File: config.mk
export PLATFORM = sky130hd
export DESIGN_NAME = mem_arbiter
export DESIGN_NICKNAME = d
export VERILOG_FILES = /design/src/rtl/mem_arbiter.sv
export SDC_FILE = /design/constraint.sdc
export NUM_CORES = 1
export LEC_CHECK = 0
export CORE_MARGIN = 5
export CORE_UTILIZATION = 39
export DETAILED_ROUTE_END_ITERATION = 6
export PLACE_DENSITY_LB_ADDON = 0.25
export SLEW_MARGIN = 20
export SYNTH_ARGS = -nofsm -noshare
export SYNTH_HDL_FRONTEND = slang
export SYNTH_SLANG_ARGS = --single-unit
export TNS_END_PERCENT = 100
File: constraint.sdc
create_clock -name clk -period 3.4 [get_ports clk]
set_input_delay 0.34 -clock clk [delete_from_list [all_inputs] [get_ports clk]]
set_output_delay 0.34 -clock clk [all_outputs]
set_load 0.05 [all_outputs]
File: src/rtl/mem_arbiter.sv
// mem_arbiter: shares one single-port, big-endian, byte-addressed memory between
// an instruction-fetch requester (read-only) and a data load/store requester.
// Grants are combinational and the response is registered one cycle later.
// D normally wins a conflict. After MAX_DSTRK consecutive D grants while I waits,
// the next conflicting grant goes to I.
module mem_arbiter #(
    parameter int M         = 10,
    parameter int MAX_DSTRK = 3
) (
    input  logic           clk,
    input  logic           rst_n,
    input  logic           i_req,
    input  logic [2+M-1:0] i_addr,
    output logic           i_gnt,
    output logic           i_rvalid,
    output logic [31:0]    i_rdata,
    output logic           i_err,
    input  logic           d_req,
    input  logic           d_we,
    input  logic [2+M-1:0] d_addr,
    input  logic [3:0]     d_be,
    input  logic [31:0]    d_wdata,
    output logic           d_gnt,
    output logic           d_rvalid,
    output logic [31:0]    d_rdata,
    output logic           d_err,
    output logic [2+M-1:0] mem_address,
    output logic [31:0]    mem_mask,
    output logic           mem_wf,
    output logic [31:0]    mem_w,
    input  logic [31:0]    mem_v
);

    localparam int AW = 2 + M;
    // Streak counter is wide enough to hold MAX_DSTRK; never narrower than one bit.
    localparam int SW = (MAX_DSTRK < 1) ? 1 : $clog2(MAX_DSTRK + 1);
    localparam logic [SW-1:0] STRK_MAX = SW'(MAX_DSTRK);
    localparam logic [SW-1:0] STRK_ONE = SW'(32'd1);

    // Byte enables expand to a bit mask. be[3] selects the lowest-addressed byte,
    // which sits in the most significant lane of a big-endian word.
    function automatic logic [31:0] be_to_mask(input logic [3:0] be);
        return {{8{be[3]}}, {8{be[2]}}, {8{be[1]}}, {8{be[0]}}};
    endfunction

    // Any byte offset inside the word makes a word access misaligned.
    function automatic logic is_misaligned(input logic [AW-1:0] addr);
        return (addr[1:0] != 2'b00);
    endfunction

    logic          i_gnt_s;
    logic          d_gnt_s;
    logic          i_mis_s;
    logic          d_mis_s;
    logic [SW-1:0] streak_r;
    logic [SW-1:0] streak_nxt_s;
    logic          i_rvalid_r;
    logic          i_err_r;
    logic [31:0]   i_rdata_r;
    logic          d_rvalid_r;
    logic          d_err_r;
    logic [31:0]   d_rdata_r;

    assign i_mis_s = is_misaligned(i_addr);
    assign d_mis_s = is_misaligned(d_addr);

    // Arbitration. No grant is issued while reset is asserted.
    always_comb begin
        i_gnt_s = 1'b0;
        d_gnt_s = 1'b0;
        if (!rst_n) begin
            i_gnt_s = 1'b0;
            d_gnt_s = 1'b0;
        end else if (d_req && i_req) begin
            if (streak_r == STRK_MAX) begin
                i_gnt_s = 1'b1;
            end else begin
                d_gnt_s = 1'b1;
            end
        end else if (d_req) begin
            d_gnt_s = 1'b1;
        end else if (i_req) begin
            i_gnt_s = 1'b1;
        end else begin
            i_gnt_s = 1'b0;
            d_gnt_s = 1'b0;
        end
    end

    // Next streak value. It counts D grants that make a pending fetch wait.
    always_comb begin
        streak_nxt_s = streak_r;
        if (!i_req || i_gnt_s) begin
            streak_nxt_s = {SW{1'b0}};
        end else if (d_gnt_s) begin
            if (streak_r == STRK_MAX) begin
                streak_nxt_s = streak_r;
            end else begin
                streak_nxt_s = streak_r + STRK_ONE;
            end
        end else begin
            streak_nxt_s = streak_r;
        end
    end

    // Streak counter register.
    always_ff @(posedge clk or negedge rst_n) begin
        if (!rst_n) begin
            streak_r <= {SW{1'b0}};
        end else begin
            streak_r <= streak_nxt_s;
        end
    end

    // Memory port drive for the current winner. An idle cycle parks the address at 0.
    always_comb begin
        mem_address = {AW{1'b0}};
        mem_mask    = 32'h0000_0000;
        mem_wf      = 1'b0;
        if (d_gnt_s) begin
            mem_address = d_addr;
            mem_mask    = be_to_mask(d_be);
            mem_wf      = d_we & ~d_mis_s;
        end else if (i_gnt_s) begin
            mem_address = i_addr;
            mem_mask    = 32'h0000_0000;
            mem_wf      = 1'b0;
        end else begin
            mem_address = {AW{1'b0}};
            mem_mask    = 32'h0000_0000;
            mem_wf      = 1'b0;
        end
    end

    assign mem_w = d_wdata;
    assign i_gnt = i_gnt_s;
    assign d_gnt = d_gnt_s;

    // Fetch response: one-cycle pulse after a grant. Data holds between responses.
    always_ff @(posedge clk or negedge rst_n) begin
        if (!rst_n) begin
            i_rvalid_r <= 1'b0;
            i_err_r    <= 1'b0;
            i_rdata_r  <= 32'h0000_0000;
        end else begin
            i_rvalid_r <= i_gnt_s;
            i_err_r    <= i_gnt_s & i_mis_s;
            if (i_gnt_s) begin
                i_rdata_r <= i_mis_s ? 32'h0000_0000 : mem_v;
            end else begin
                i_rdata_r <= i_rdata_r;
            end
        end
    end

    // Data response: loads return the word, stores and faulted accesses return 0.
    always_ff @(posedge clk or negedge rst_n) begin
        if (!rst_n) begin
            d_rvalid_r <= 1'b0;
            d_err_r    <= 1'b0;
            d_rdata_r  <= 32'h0000_0000;
        end else begin
            d_rvalid_r <= d_gnt_s;
            d_err_r    <= d_gnt_s & d_mis_s;
            if (d_gnt_s) begin
                d_rdata_r <= (d_we || d_mis_s) ? 32'h0000_0000 : mem_v;
            end else begin
                d_rdata_r <= d_rdata_r;
            end
        end
    end

    assign i_rvalid = i_rvalid_r;
    assign i_err    = i_err_r;
    assign i_rdata  = i_rdata_r;
    assign d_rvalid = d_rvalid_r;
    assign d_err    = d_err_r;
    assign d_rdata  = d_rdata_r;

endmodule

Word level (Yosys, flattened, before mapping)
Cells that the tools add are included.
{"block": "word_totals", "reg_bits": 70, "input_bits": 97, "output_inout_bits": 147, "wordCells": 40}
{"block": "classes", "n_addsub": 1, "n_eq_ne": 2, "n_mux": 18, "bitwise_logic": 4, "n_reduce_logical": 8}
{"op": "two-way mux 32 bit", "n": 3}
{"op": "two-way mux 12 bit", "n": 2}
{"op": "two-way mux 1 bit", "n": 10}
{"op": "two-way mux 2 bit", "n": 3}
{"op": "nonzero test 2 bit", "n": 3}
{"op": "AND 1 bit", "n": 3}
{"op": "adder 2 x 1 -> 2 bit (second input constant)", "n": 1}
{"op": "equality test 2 bit (second input constant)", "n": 1}
{"op": "logical OR 1 bit", "n": 2}
{"op": "inequality test 2 bit (second input constant)", "n": 1}
{"op": "AND reduction 2 bit", "n": 1}
{"op": "logical AND 1 bit", "n": 1}
{"op": "logical NOT 1 bit", "n": 1}
{"op": "NOT 1 bit", "n": 1}

Depth between registers and ports, before layout
Gate-level depths: netlist of run 1.
{"block": "depth", "word_depth": 7, "mapped_depth": 7, "ltp_nobuf": 4}

Worst setup path before layout of run 1
OpenSTA, ideal clock, no wires.
{"block": "synth_timing", "path_type": "register -> output", "start": "register streak_r[0]", "end": "output mem_mask[10]", "t_arrival_ns": 2.212, "t_required_ns": 3.060, "slack_ns": 0.848, "stages_incl_launch_ff": 8, "path_buffers": 3, "cell_sequence": "dfrtp_1 > ha_1 > and2_1 > buf_6 > nor2_2 > buf_6 > and2_1 > buf_4"}
{"block": "synth_between", "elab_chain_len": 5}
{"item": "start, declared", "line_no": "55", "rtl": "logic [SW-1:0] streak_r;"}
{"item": "start signal, assigned", "line_no": "109", "rtl": "streak_r <= {SW{1'b0}};"}
{"item": "start signal, assigned", "line_no": "111", "rtl": "streak_r <= streak_nxt_s;"}
{"item": "equality test 2 bit", "line_no": "75", "rtl": "if (streak_r == STRK_MAX) begin"}
{"item": "two-way mux 1 bit", "line_no": "75"}
{"item": "two-way mux 1 bit", "line_no": "74", "rtl": "end else if (d_req && i_req) begin"}
{"item": "two-way mux 1 bit", "line_no": "71", "rtl": "if (!rst_n) begin"}
{"item": "named net d_gnt", "line_no": "23", "rtl": "output logic d_gnt,"}
{"item": "two-way mux 32 bit", "line_no": "120", "rtl": "if (d_gnt_s) begin"}
{"item": "end, declared", "line_no": "28", "rtl": "output logic [31:0] mem_mask,"}
The timed path passes the listed nets, and every way through them passes these cells.

Worst setup path in the final report of run 1
{"block": "layout_timing", "start": "input rst_n", "end": "output mem_mask[16]"}
{"block": "layout_between", "elab_chain_len": 2}
{"item": "start, declared", "line_no": "11", "rtl": "input logic rst_n,"}
{"item": "two-way mux 1 bit", "line_no": "71"}
{"item": "two-way mux 32 bit", "line_no": "120"}
Every way passes these cells.

==> results of run 1 <==
-- cells by family after synthesis --
kind of cell | Yosys count
compound gates | 146
buf+inv | 100
simple gates | 82
flops | 70
fa+ha+maj | 2
-- registers in the layout, summed over array words and instances, names as in the netlist --
name / cells
d_rdata: 32
i_rdata: 32
streak_r: 2
d_err: 1
d_rvalid: 1
i_err: 1
i_rvalid: 1
-- per-stage QoR --
stage	hold WS, ns	utilization	total power, mW	setup WS, ns	instances
global route	0.420	0.629	2.55	0.357	636
finish	0.416	0.629	2.44	0.491	636
global placement	0.232	0.603	1.66	0.810	620
CTS	0.408	0.629	2.47	0.460	636
detailed placement	0.234	0.603	1.67	0.739	620
floorplan	0.0444	-	1.43	0.848	400
-- final cells by class --
cell class              count  area, um2  share of cell area
well taps                 129        161              0.0276
inverters                   3       11.3             0.00193
clock inverters             6        111              0.0191
multi-input cells         230       1360               0.232
repair buffers            189       2320               0.398
clock buffers               9        124              0.0212
flip-flops and latches     70       1750               0.300
-- worst max-delay path by stage --
stage | startpoint | endpoint | slack, ns | depth (start not counted)
final | rst_n | mem_mask[16] | 0.49 | 6
after global placement | d_req | mem_mask[7] | 0.81 | 5
after detailed placement | d_req | mem_mask[2] | 0.74 | 5
after floorplan | streak_r[0]$_DFFE_PN0P_ | mem_mask[10] | 0.85 | 7
after CTS | rst_n | mem_mask[2] | 0.46 | 6
after global routing | rst_n | mem_mask[10] | 0.36 | 6
-- synth_stat cells --
library cell | n | area (um2)
nor3_2 | 1 | 10.0
o31ai_1 | 66 | 495
nor2_1 | 3 | 11.3
dfrtp_1 | 70 | 1750
a22o_1 | 12 | 105
buf_2 | 18 | 90.1
buf_4 | 60 | 450
nand2_2 | 1 | 6.26
o21ai_0 | 65 | 325
clkbuf_1 | 16 | 60.1
nor2b_4 | 1 | 13.8
nor2_2 | 1 | 6.26
nand2_1 | 65 | 244
inv_1 | 3 | 11.3
or4_1 | 1 | 7.51
a2111oi_4 | 1 | 27.5
and3_1 | 1 | 6.26
nor3_1 | 2 | 10.0
and2_1 | 5 | 31.3
buf_6 | 3 | 33.8
or4b_1 | 1 | 10.0
ha_1 | 2 | 25.0
a21oi_1 | 2 | 10.0
-- power by group through the flow --
stage	Combinational, mW	Clock, mW	Sequential (mW)
detailed placement	0.739	0	0.927
global route	0.770	0.862	0.918
global placement	0.732	0	0.925
floorplan	0.320	0	1.11
CTS	0.742	0.821	0.911
finish	0.734	0.799	0.911
-- routing by layer --
layer | track usage | wire length (um) | up-vias
li1 | - | - | 1555
met1 | 0.239 | 4570 | 1556
met2 | 0.347 | 6120 | 117
met3 | 0.0603 | 794 | 24
met4 | 0.0559 | 187 | 0
met5 | 0 | 0 | -
-- what timing repair did --
action | in CTS | in global routing
gates resized for setup | 0 | 0
hold endpoints to repair | 14 | 0
hold buffers | 1 | 0
==> impl_metrics.yaml, run 1 <==
power:
  p_leak_nw: 2.35
  power_switching_share: 0.325
  peakVddDrop_v: 0.000331
  p_int_mw: 1.65
  p_comb_frac: 0.300
  seqPwrFrac: 0.373
  switchingPower_uw: 793
  p_per_area_nw_per_um2: 418
  pwr-share-clk: 0.327
sta:
  rsz0062_at_grt: "no"
  hold_viol: 0
  tns_ns: 0
  drv_slew: 0
  fmax_ghz: 0.344
  fin_crit_ns: 2.91
  finalSetupViolCount: 0
  slew_headroom: 0.457
  worstMarginPinSlew_ns: 0.821
  skew_ns: 0.00856
  fin_crit_sh: 0.856
logic_synthesis:
  yosysWarnings: 0
  synth-xor-area-share: 0
  yosysSeqAreaShare: 0.468
  synth_compound_area_frac: 0.257
  synth_top_family_by_area: "compound AO/OA/AOI/OAI gates"
  synth_area_um2: 3740
  yosysUniqueCellTypes: 23
  synthesis.nets: 499
  synthAdderAreaFrac: 0.00669
  muxShareOfSynthArea: 0
  synth-seq-cells: 70
  syn_avg_cell_area_um2: 9.36
  synth-simple-area-share: 0.0953
  synthCells: 400
global_route:
  grt_overflow: 0
  grt_first_pass_wirelength_mm: 18.3
  grt_max_degree: 70
  antenna_found_initial: 0
  grtUsageTotal: 0.199
  grt_pass1_vias: 3308
routing:
  final_antenna_net_count: 0
  routed_via_density: 5.11
  via_count: 3252
  drcViolationCount: 0
  wl_per_cell_um: 18.3
  drtIter0Drc: 161
  wl_mm: 11.7
  dr.pass1.iters: 4
setup_path:
  endpoint_kind: "output port"
  reg2reg_to: "streak_r[1]$_DFFE_PN0P_"
  setup.worst_path.start_class: "input pin"
  rrSetupSlack_ns: 1.47
  reg2reg_depth: 5
  path_delay_family: "simple AND/OR/NAND/NOR gates"
  required_ns: 3.06
  path_class: "in2out"
  crit_path_max_fanout: 18
  cp_cell_sequence: "dlygate4sd3_1 > buf_4 > nand2_2 > nor2_2 > and2_1 > buf_12"
  crit_slowest_cell: "and2_1"
  max_stage_delay_ns: 0.74
  cp_num_buf_inv: 3
  r2r_start: "streak_r[0]$_DFFE_PN0P_"
  crit_arrival_ns: 2.57
layout:
  final.fill_count: 755
  diodes: 0
  fin_area_um2: 5840
  nNetsFinal: 602
  final_cell_mix: "clkdlybuf4s50_1 (131), dfrtp_1 (70), o31ai_1 (66)"
  area_growth_pct: 56.1
  mostFrequentLayoutCell: "clkdlybuf4s50_1"
  drive_gt1_frac: 0.158
place:
  io_buffers: 179
  gp_congestion: 0.742
  dp_hpwl_mm: 8.29
  dpl_cell_area_um2: 5600
cts:
  cts_buffers: 9
  cts_buffer_depth: 2
  cts_tree: "built"
  clk_pin_slew_ns: 0.08
  cts_root_buf: "clkbuf_8"
  clkSinkCount: 70
  clock_latency_ns: 0.35
  cts-htree-levels: 3
  cts_setup_buffers: 0
floorplanning:
  dieArea_um2: 11700
  core_um2: 9280
  die_x_um: 108
  num_rows: 35
  start_util: 0.403
  die_h_um: 108
  floorplan.io_pins: 244
min_path:
  hold_class: "in2async"
job:
  maxCapViolations: 0
status:
  outcome: "finished, final reports clean"
Power figures use the tool's default switching activity.
==> run 2, diff against run 1 <==
--- a/config.mk
+++ b/config.mk
@@ -6,9 +6,9 @@
 export NUM_CORES = 1
 export LEC_CHECK = 0
 export CORE_MARGIN = 5
-export CORE_UTILIZATION = 39
+export CORE_UTILIZATION = 33
 export DETAILED_ROUTE_END_ITERATION = 6
-export PLACE_DENSITY_LB_ADDON = 0.25
+export PLACE_DENSITY = 0.8
 export SLEW_MARGIN = 20
 export SYNTH_ARGS = -nofsm -noshare
 export SYNTH_HDL_FRONTEND = slang
==> constraint.sdc (replaced) <==
create_clock -name clk -period 2.5 [get_ports clk]
set_input_delay 0.25 -clock clk [delete_from_list [all_inputs] [get_ports clk]]
set_output_delay 0.25 -clock clk [all_outputs]
set_load 0.05 [all_outputs]
==> run 2 against run 1 <==
Global-route usage decreased by 3.1 points. Clock-buffer cell count is 4 higher. Clock skew down 0.0022 ns. Critical path depth rose by 1. Sequential power increased by 36%. Design area is 2.3% higher. Flip-flop and latch count stayed put. Setup slack worse by 0.38 ns. Critical path type is now reg2out. Worst hold slack worse by 0.073 ns. Clock power grew 60%. Combinational power is 36% higher.
==> impl_metrics.yaml, run 2 (synthesis gave the netlist of run 1 again) <==
status:
  outcome: "finished, final reports clean"
setup_path:
  r2r_start: "streak_r[0]$_DFFE_PN0P_"
  max_stage_delay_ns: 0.42
  critical_path.most_common_cell: "buf_4"
  rrSetupSlack_ns: 0.61
  reg2reg_to: "d_rdata[6]$_DFFE_PN0N_"
  required_ns: 2.25
  crit_path_max_fanout: 19
  crit_arrival_ns: 2.14
  crit_slowest_cell: "dfrtp_1"
  endpoint_kind: "output port"
  cp-startpoint: "streak_r[0]$_DFFE_PN0P_"
  reg2reg_depth: 6
  path_class: "reg2out"
  setup.worst_path.start_class: "flop"
  cp_cell_sequence: "ha_1 > and2_2 > nor2_2 > buf_4 > and2_1 > buf_4 > buf_12"
power:
  p_leak_nw: 2.42
  p_per_area_nw_per_um2: 590
  peakVddDrop_v: 0.000502
  total_power_mw: 3.53
place:
  pre_cts_slack_ns: 0.324
  io_buffers: 179
  dp_hpwl_mm: 8.78
  gp_congestion: 0.759
  dpl.cell_count: 636
routing:
  wl_per_cell_um: 18.3
  wl_mm: 11.9
  drtIter0Drc: 176
  dr.pass1.iters: 4
  routed_via_density: 5.03
  final_antenna_net_count: 0
  via_count: 3283
  drcViolationCount: 0
global_route:
  grt_first_pass_wirelength_mm: 17.8
  antenna_found_initial: 0
  grt_max_degree: 70
  grt_overflow: 0
  grtUsageTotal: 0.168
  grt_pass1_vias: 3348
layout:
  area_growth_pct: 59.7
  finalNonFillerCells: 653
  diodes: 0
  mostFrequentLayoutCell: "clkdlybuf4s50_1"
  drive_gt1_frac: 0.164
  final_cell_mix: "clkdlybuf4s50_1 (131), dfrtp_1 (70), o31ai_1 (66)"
  nNetsFinal: 607
  final.fill_count: 935
sta:
  tns_ns: 0
  finalSetupViolCount: 0
  fin_crit_sh: 0.954
  rsz0062_at_grt: "no"
  fmax_ghz: 0.419
  drv_slew: 0
  hold_viol: 0
  slew_headroom: 0.507
  worstMarginPinSlew_ns: 0.739
  fin_crit_ns: 2.39
  worst_slack_ns: 0.114
  skew_ns: 0.00632
cts:
  cts_tree: "built"
  clk_pin_slew_ns: 0.06
  cts_root_buf: "clkbuf_16"
  clkSinkCount: 70
  cts_buffer_depth: 2
  cts-htree-levels: 3
  cts_buffers: 9
  clock_latency_ns: 0.32
  cts_setup_buffers: 0
floorplanning:
  core_um2: 11000
  die_x_um: 116
  floorplan.io_pins: 244
  num_rows: 38
  die_h_um: 116
  dieArea_um2: 13600
  start_util: 0.341
job:
  maxCapViolations: 0
min_path:
  hold_class: "in2async"
==> run 2: cell count changes in the layout (fill, tap and decap cells not counted), sizes merged <==
cell,previous run,this run
bufinv,3,1
clkinv,2,1
clkbuf,9,13
buf,57,62
==> run 2: layer usage <==
layer  global-route usage  vias up  share of wire
met5                    0        -              0
met4               0.0565        0          0.015
met3               0.0456       27          0.064
met2                0.301      109           0.54
met1                0.194     1582           0.38
li1                     -     1565              -
==> run 2: cell type report <==
class                      count  area [um2]  share of cell area
timing repair buffer         194        2380               0.398
sequential                    70        1750               0.293
multi-input combinational    230        1360               0.227
clock buffer                  13         260              0.0435
tap                          140         175              0.0293
clock inverter                 3        42.5             0.00712
inverter                       3        11.3             0.00188
==> run 2: worst max path at each step <==
stage / endpoint / depth (start not counted)
2_1_floorplan: mem_mask[10] / 7
3_3_place_gp: mem_address[6] / 6
3_5_place_dp: i_gnt / 5
4_1_cts: mem_mask[17] / 8
5_1_grt: mem_mask[17] / 8
6_report: mem_mask[17] / 7
==> run 2: stage by stage <==
| step | area (um2) | hold slack [ns] | utilization |
|---|---|---|---|
| detailed placement | 5660 | 0.136 | 0.515 |
| finish | 5980 | 0.343 | 0.544 |
| floorplan | 3740 | -0.0456 | - |
| CTS | 5970 | 0.337 | 0.544 |
| global placement | 5660 | 0.130 | 0.515 |
| global route | 5980 | 0.352 | 0.544 |
==> run 2: report_power, final <==
| part | switching (mW) | internal [mW] | leakage [nW] |
|---|---|---|---|
| clock | 0.452 | 0.825 | 0.146 |
| sequential | 0.0374 | 1.21 | 0.953 |
| combinational | 0.614 | 0.391 | 1.32 |
| total | 1.10 | 2.42 | 2.42 |
==> run 2: repair_timing <==
item / 4_1_cts / 5_1_grt
hold buffers: 1 / 0
hold endpoints to repair: 12 / 0
setup endpoints to repair: 0 / 1
gates resized for setup: 0 / 1
==> run 2: critical path: cells and delay by family, from the launching register on <==
family,cells,cell delay [ns]
simple gates,3,0.45
buf+inv,3,0.69
flops,1,0.42
fa+ha+maj,1,0.23
